==> src/rtl/mul8_seq_ctrl.sv <==
// Sequential 8x8 unsigned multiplier: four nibble passes through one shared 4x4 array multiplier.
// Optional `define MUL8_ZERO_BYPASS_EN retires zero-operand products after a single CALC edge with p=0.

module Multiplier_4bit (
  input  logic [3:0] i_x,
  input  logic [3:0] i_y,
  output logic [7:0] o_p
);

  logic [4:0] w_rows [4];
  logic [3:0] w_pp;
  logic       w_carry;
  logic       w_sx;
  logic       w_sy;

  // Array multiplier: each row ripple-adds the next AND-gated partial product to the previous row.
  always_comb begin
    w_pp     = i_x & {4{i_y[0]}};
    w_rows[0] = {1'b0, w_pp};
    w_carry  = 1'b0;
    w_sx     = 1'b0;
    w_sy     = 1'b0;
    for (int r = 1; r < 4; r++) begin
      w_pp    = i_x & {4{i_y[r]}};
      w_carry = 1'b0;
      for (int k = 0; k < 4; k++) begin
        w_sx         = w_rows[r-1][k+1];
        w_sy         = w_pp[k];
        w_rows[r][k] = w_sx ^ w_sy ^ w_carry;
        w_carry      = (w_sx & w_sy) | (w_carry & (w_sx ^ w_sy));
      end
      w_rows[r][4] = w_carry;
    end
  end

  assign o_p = {w_rows[3], w_rows[2][0], w_rows[1][0], w_rows[0][0]};

endmodule

module mul8_seq_ctrl #(
  parameter bit HOLD_P = 1'b1
) (
  input  logic        clk,
  input  logic        rst_n,
  input  logic        in_valid,
  output logic        in_ready,
  input  logic [7:0]  a,
  input  logic [7:0]  b,
  output logic        out_valid,
  input  logic        out_ready,
  output logic [15:0] p,
  output logic        busy
);

  typedef enum logic [1:0] {IDLE, CALC, DONE} state_t;

  state_t      r_state;
  state_t      w_nextState;
  logic [1:0]  r_step;
  logic [7:0]  r_a;
  logic [7:0]  r_b;
  logic [15:0] r_acc;
  logic [15:0] r_p;
  logic [3:0]  w_mulX;
  logic [3:0]  w_mulY;
  logic [7:0]  w_mulP;
  logic [15:0] w_accNext;
  logic        w_inCalc;
  logic        w_zeroOp;

`ifdef MUL8_ZERO_BYPASS_EN
  assign w_zeroOp = (r_a == 8'd0) || (r_b == 8'd0);
`else
  assign w_zeroOp = 1'b0;
`endif

  always_ff @(posedge clk or negedge rst_n) begin
    if (!rst_n) r_state <= IDLE;
    else        r_state <= w_nextState;
  end

  always_comb begin
    w_nextState = r_state;
    in_ready    = 1'b0;
    out_valid   = 1'b0;
    busy        = 1'b1;
    case (r_state)
      IDLE: begin
        in_ready = 1'b1;
        busy     = 1'b0;
        if (in_valid) w_nextState = CALC;
      end
      CALC: begin
        if (r_step == 2'd3 || w_zeroOp) w_nextState = DONE;
      end
      DONE: begin
        out_valid = 1'b1;
        if (out_ready) w_nextState = IDLE;
      end
      default: begin
        w_nextState = IDLE;
        busy        = 1'b0;
      end
    endcase
  end

  // step[0] selects the high nibble of a, step[1] the high nibble of b; outside CALC both stay on nibble 0.
  assign w_inCalc = (r_state == CALC);
  assign w_mulX   = (w_inCalc && r_step[0]) ? r_a[7:4] : r_a[3:0];
  assign w_mulY   = (w_inCalc && r_step[1]) ? r_b[7:4] : r_b[3:0];

  Multiplier_4bit u_mul (
    .i_x (w_mulX),
    .i_y (w_mulY),
    .o_p (w_mulP)
  );

  always_comb begin
    case (r_step)
      2'd0:    w_accNext = r_acc + {8'd0, w_mulP};
      2'd3:    w_accNext = r_acc + {w_mulP, 8'd0};
      default: w_accNext = r_acc + {4'd0, w_mulP, 4'd0};
    endcase
  end

  always_ff @(posedge clk or negedge rst_n) begin
    if (!rst_n) begin
      r_step <= 2'd0;
      r_a    <= 8'd0;
      r_b    <= 8'd0;
      r_acc  <= 16'd0;
      r_p    <= 16'd0;
    end else begin
      case (r_state)
        IDLE: begin
          if (in_valid) begin
            r_a    <= a;
            r_b    <= b;
            r_acc  <= 16'd0;
            r_step <= 2'd0;
          end
        end
        CALC: begin
          if (w_zeroOp) begin
            r_p <= 16'd0;
          end else begin
            r_acc  <= w_accNext;
            r_step <= r_step + 2'd1;
            if (r_step == 2'd3) r_p <= w_accNext;
          end
        end
        DONE: begin
          if (out_ready && !HOLD_P) r_p <= 16'd0;
        end
        default: ;
      endcase
    end
  end

  assign p = r_p;

endmodule

==> config.mk <==
export PLATFORM = sky130hd
export DESIGN_NAME = mul8_seq_ctrl
export DESIGN_NICKNAME = d
export VERILOG_FILES = /design/src/rtl/mul8_seq_ctrl.sv
export SDC_FILE = /design/constraint.sdc
export NUM_CORES = 1
export LEC_CHECK = 0
export ABC_CLOCK_PERIOD_IN_PS = 5500
export CORE_MARGIN = 10
export CORE_UTILIZATION = 29
export CTS_BUF_LIST = sky130_fd_sc_hd__clkbuf_2
export DETAILED_ROUTE_END_ITERATION = 8
export GPL_TIMING_DRIVEN = 0
export PLACE_DENSITY = 0.58
export SETUP_SLACK_MARGIN = 0.05
export SLEW_MARGIN = 20
export SYNTH_ARGS = -nofsm -noshare
export SYNTH_HDL_FRONTEND = slang
export SYNTH_SLANG_ARGS = --single-unit
==> constraint.sdc <==
create_clock -name clk -period 5.5 [get_ports clk]
set_clock_uncertainty 0.2 [all_clocks]
set_input_delay 1.1 -clock clk [delete_from_list [all_inputs] [get_ports clk]]
set_output_delay 1.1 -clock clk [all_outputs]
set_load 0.05 [all_outputs]
==> impl_metrics.py <==
metrics = {
    "drt": {
        "wirelength_um": 13100,
        "dr_total_vias": 3766,
        "dr.first_iter.drc_count": 236,
        "viasPerCell": 5.28,
        "dr.pass1.iters": 4,
        "drcViolationCount": 0,
        "postRouteAntennaNets": 0,
        "wire_per_inst_um": 18.3,
    },
    "cells_and_area": {
        "area_delta_synth_final_pct": 29.3,
        "final_area_mm2": 0.00553,
        "nNetsFinal": 592,
        "antenna_cells": 0,
        "drive_gt1_share_pct": 27.2,
    },
    "sta": {
        "period_share_pct": 107,
        "hold_viol": 0,
        "slew_violations": 0,
        "period_needed_ns": 5.89,
        "max_freq_ghz": 0.170,
        "tns_ns": -5.14,
        "worst_slack_ns": -0.387,
        "slew_headroom_pct": 50.6,
        "setup_viol": 20,
        "rsz0062_at_grt": "yes",
        "worst_slew_pin_slew_ns": 0.740,
    },
    "hold_path": {
        "hp-class": "flop to flop",
    },
    "setup_path": {
        "start_kind": "flop",
        "cp_slowest_cell": "fa_2",
        "crit_type": "flop to flop",
        "critPathMaxStageDelay_ns": 0.50,
        "cp_cell_sequence": "inv_2 > ha_4 > nand2_4 > mux2i_4 > nor2_1 > ha_2 > inv_2 > fa_2 > fa_1 > fa_2 > inv_2 > fa_2 > inv_2 > fa_1 > fa_2 > inv_2 > fa_2 > ha_4 > nand2_8 > a211oi_4 > nor3_4 > o311a_1 > o21ai_1 > nand3_1",
        "required_ns": 5.69,
        "cp.arrival_ns": 6.08,
        "end_kind": "flop",
        "cp_max_fo": 6,
    },
    "die": {
        "rows": 44,
        "die_y_um": 141,
        "io_pins": 39,
        "die_area_mm2": 0.0200,
        "initial_utilization_pct": 29.5,
        "die_x_um": 141,
        "core_region_area_mm2": 0.0145,
    },
    "synthesis": {
        "yosysMostFrequentCell": "dfrtp_1",
        "synth_xor_area_share_pct": 2.25,
        "syn_area_mm2": 0.00428,
        "yosysWarnings": 0,
        "synthAdderAreaFrac_pct": 14.8,
        "synth_top_family_by_area": "compound AO/OA/AOI/OAI gates",
        "synth-compound-area-share_pct": 21.5,
        "ys_async_sr_fraction_pct": 100,
        "ys_types": 74,
        "syn_nets": 523,
        "yosysTopAreaCellShare_pct": 30.4,
        "synth_top_cell_by_area": "dfrtp_1",
        "synth.avg_cell_area_um2": 9.32,
        "yosys-top-cells-area": "dfrtp_1 (30%), ha_1 (9.7%), fa_1 (5.1%)",
        "ys_seq_area_share_pct": 30.4,
        "synth.cells.most_frequent": "dfrtp_1 (52), nand2_1 (46), ha_1 (33)",
        "ys_ff_latch": 52,
        "synth_ff_type": "dfrtp_1",
        "synth_mux_area_share_pct": 8.31,
        "synthCells": 459,
        "synth-simple-area-share_pct": 16.3,
        "synth_edf_count": 0,
    },
    "clocking": {
        "numCtsBuffers": 5,
        "cts_hold_buffers": 0,
        "cts_root_buf": "clkbuf_2",
        "htreeDepth": 2,
        "clk_latency_ns": 0.51,
        "clk_path_buf_depth": 2,
        "cts_tree": "yes",
        "cts.clk_slew.worst_paths_ns": 0.28,
        "cts.sink_count": 52,
    },
    "place": {
        "dpl.hpwl_um": 9770,
        "dpl_cell_area_mm2": 0.00504,
        "port_buffers": 38,
        "place.gp.congestion": 0.930,
    },
    "status": {
        "failed_checks": "negative setup slack",
        "status": "complete, but fails checks",
    },
    "grt": {
        "antenna_found_initial": 0,
        "grt_pass1_wl_um": 21100,
        "grt_pass1_vias": 3869,
        "overflow": 0,
        "grt_max_degree": 53,
        "grtUsageTotal_pct": 13.0,
    },
    "run": {
        "drv_cap": 0,
    },
}
-- through the flow --
stage	setup WS, ns	utilization, %	hold WS [ns]	cells
6_report	-0.387	38.2	0.302	713
5_1_grt	-0.601	38.2	0.339	713
4_1_cts	-0.441	37.2	0.314	704
3_5_place_dp	-0.613	34.8	0.263	681
3_3_place_gp	-0.538	34.8	0.260	681
2_1_floorplan	-0.118	-	0.278	459
-- logic make-up after synthesis --
logic type | after synthesis
adders and majority gates | 44
AOI/OAI and AO/OA | 131
xor gates and xnor gates | 11
buffers and inverters | 51
DFF | 52
and+or+nand+nor | 137
muxes | 33
-- registers in the layout (all words and copies together), names as in the netlist --
name	cells
p	16
r_acc	16
r_a	8
r_b	8
r_state	2
r_step	2
-- cells in the final DEF, fill, tap and decap left out, types with 8 or more instances in the layout --
cell,n
a21oi_1,17
buf_4,18
buf_6,11
clkdlybuf4s50_1,37
dfrtp_1,52
ha_1,25
inv_1,21
inv_2,10
mux2_2,18
mux2i_1,8
nand2_1,41
nand3_1,11
nor2_1,16
nor2b_1,9
o21ai_0,19
o21ai_1,13
-- path summary, 6_finish.rpt --
check | start | endpoint | slack (ns) | cells past startpoint
max | r_state[1] | p[13] | -0.39 | 24
min | p[1] | p[1] | 0.30 | 2
max reg2reg | r_state[1] | p[13] | -0.39 | 24
min reg2reg | p[1] | p[1] | 0.30 | 2
max in group asynchronous | rst_n | p[13] | 4.25 | 1
min in group asynchronous | rst_n | r_acc[13] | 0.39 | 1
-- critical path: cells and delay by family, from the launching register on --
| kind | cells | cell delay [ns] |
|---|---|---|
| AO/OA/AOI/OAI | 3 | 0.78 |
| AND/OR/NAND/NOR | 5 | 0.46 |
| multiplexers | 1 | 0.21 |
| flip-flops | 1 | 0.46 |
| buffers and inverters | 5 | 0.27 |
| adder cells (fa/ha/maj) | 10 | 3.39 |
-- final cells by class --
cell class                      count  area, µm²
Timing Repair Buffer               63        608
Clock buffer                        5       25.0
Buffer                             18        145
Inverter                           32        123
Multi-Input combinational cell    356       3080
Fill cell                        1463       8950
Sequential cell                    52       1300
Clock inverter                      3       18.8
Tap cell                          184        230
-- per-layer routing --
layer | vias to the layer above | track usage (%) | routed length (µm)
li1 | 1810 | - | -
met1 | 1849 | 17.1 | 5840
met2 | 93 | 21.5 | 6280
met3 | 14 | 2.37 | 759
met4 | 0 | 3.28 | 181
met5 | - | 0 | 0
-- timing repair --
action,in CTS,in global routing
pin swaps,43,12
buffers inserted,16,9
gates cloned,0,0
gates resized for setup,38,19
setup endpoints to repair,20,20
Power is left out: the tool's default activity adds up to more than one toggle a clock period on the data nets, which glitch-free logic cannot reach.
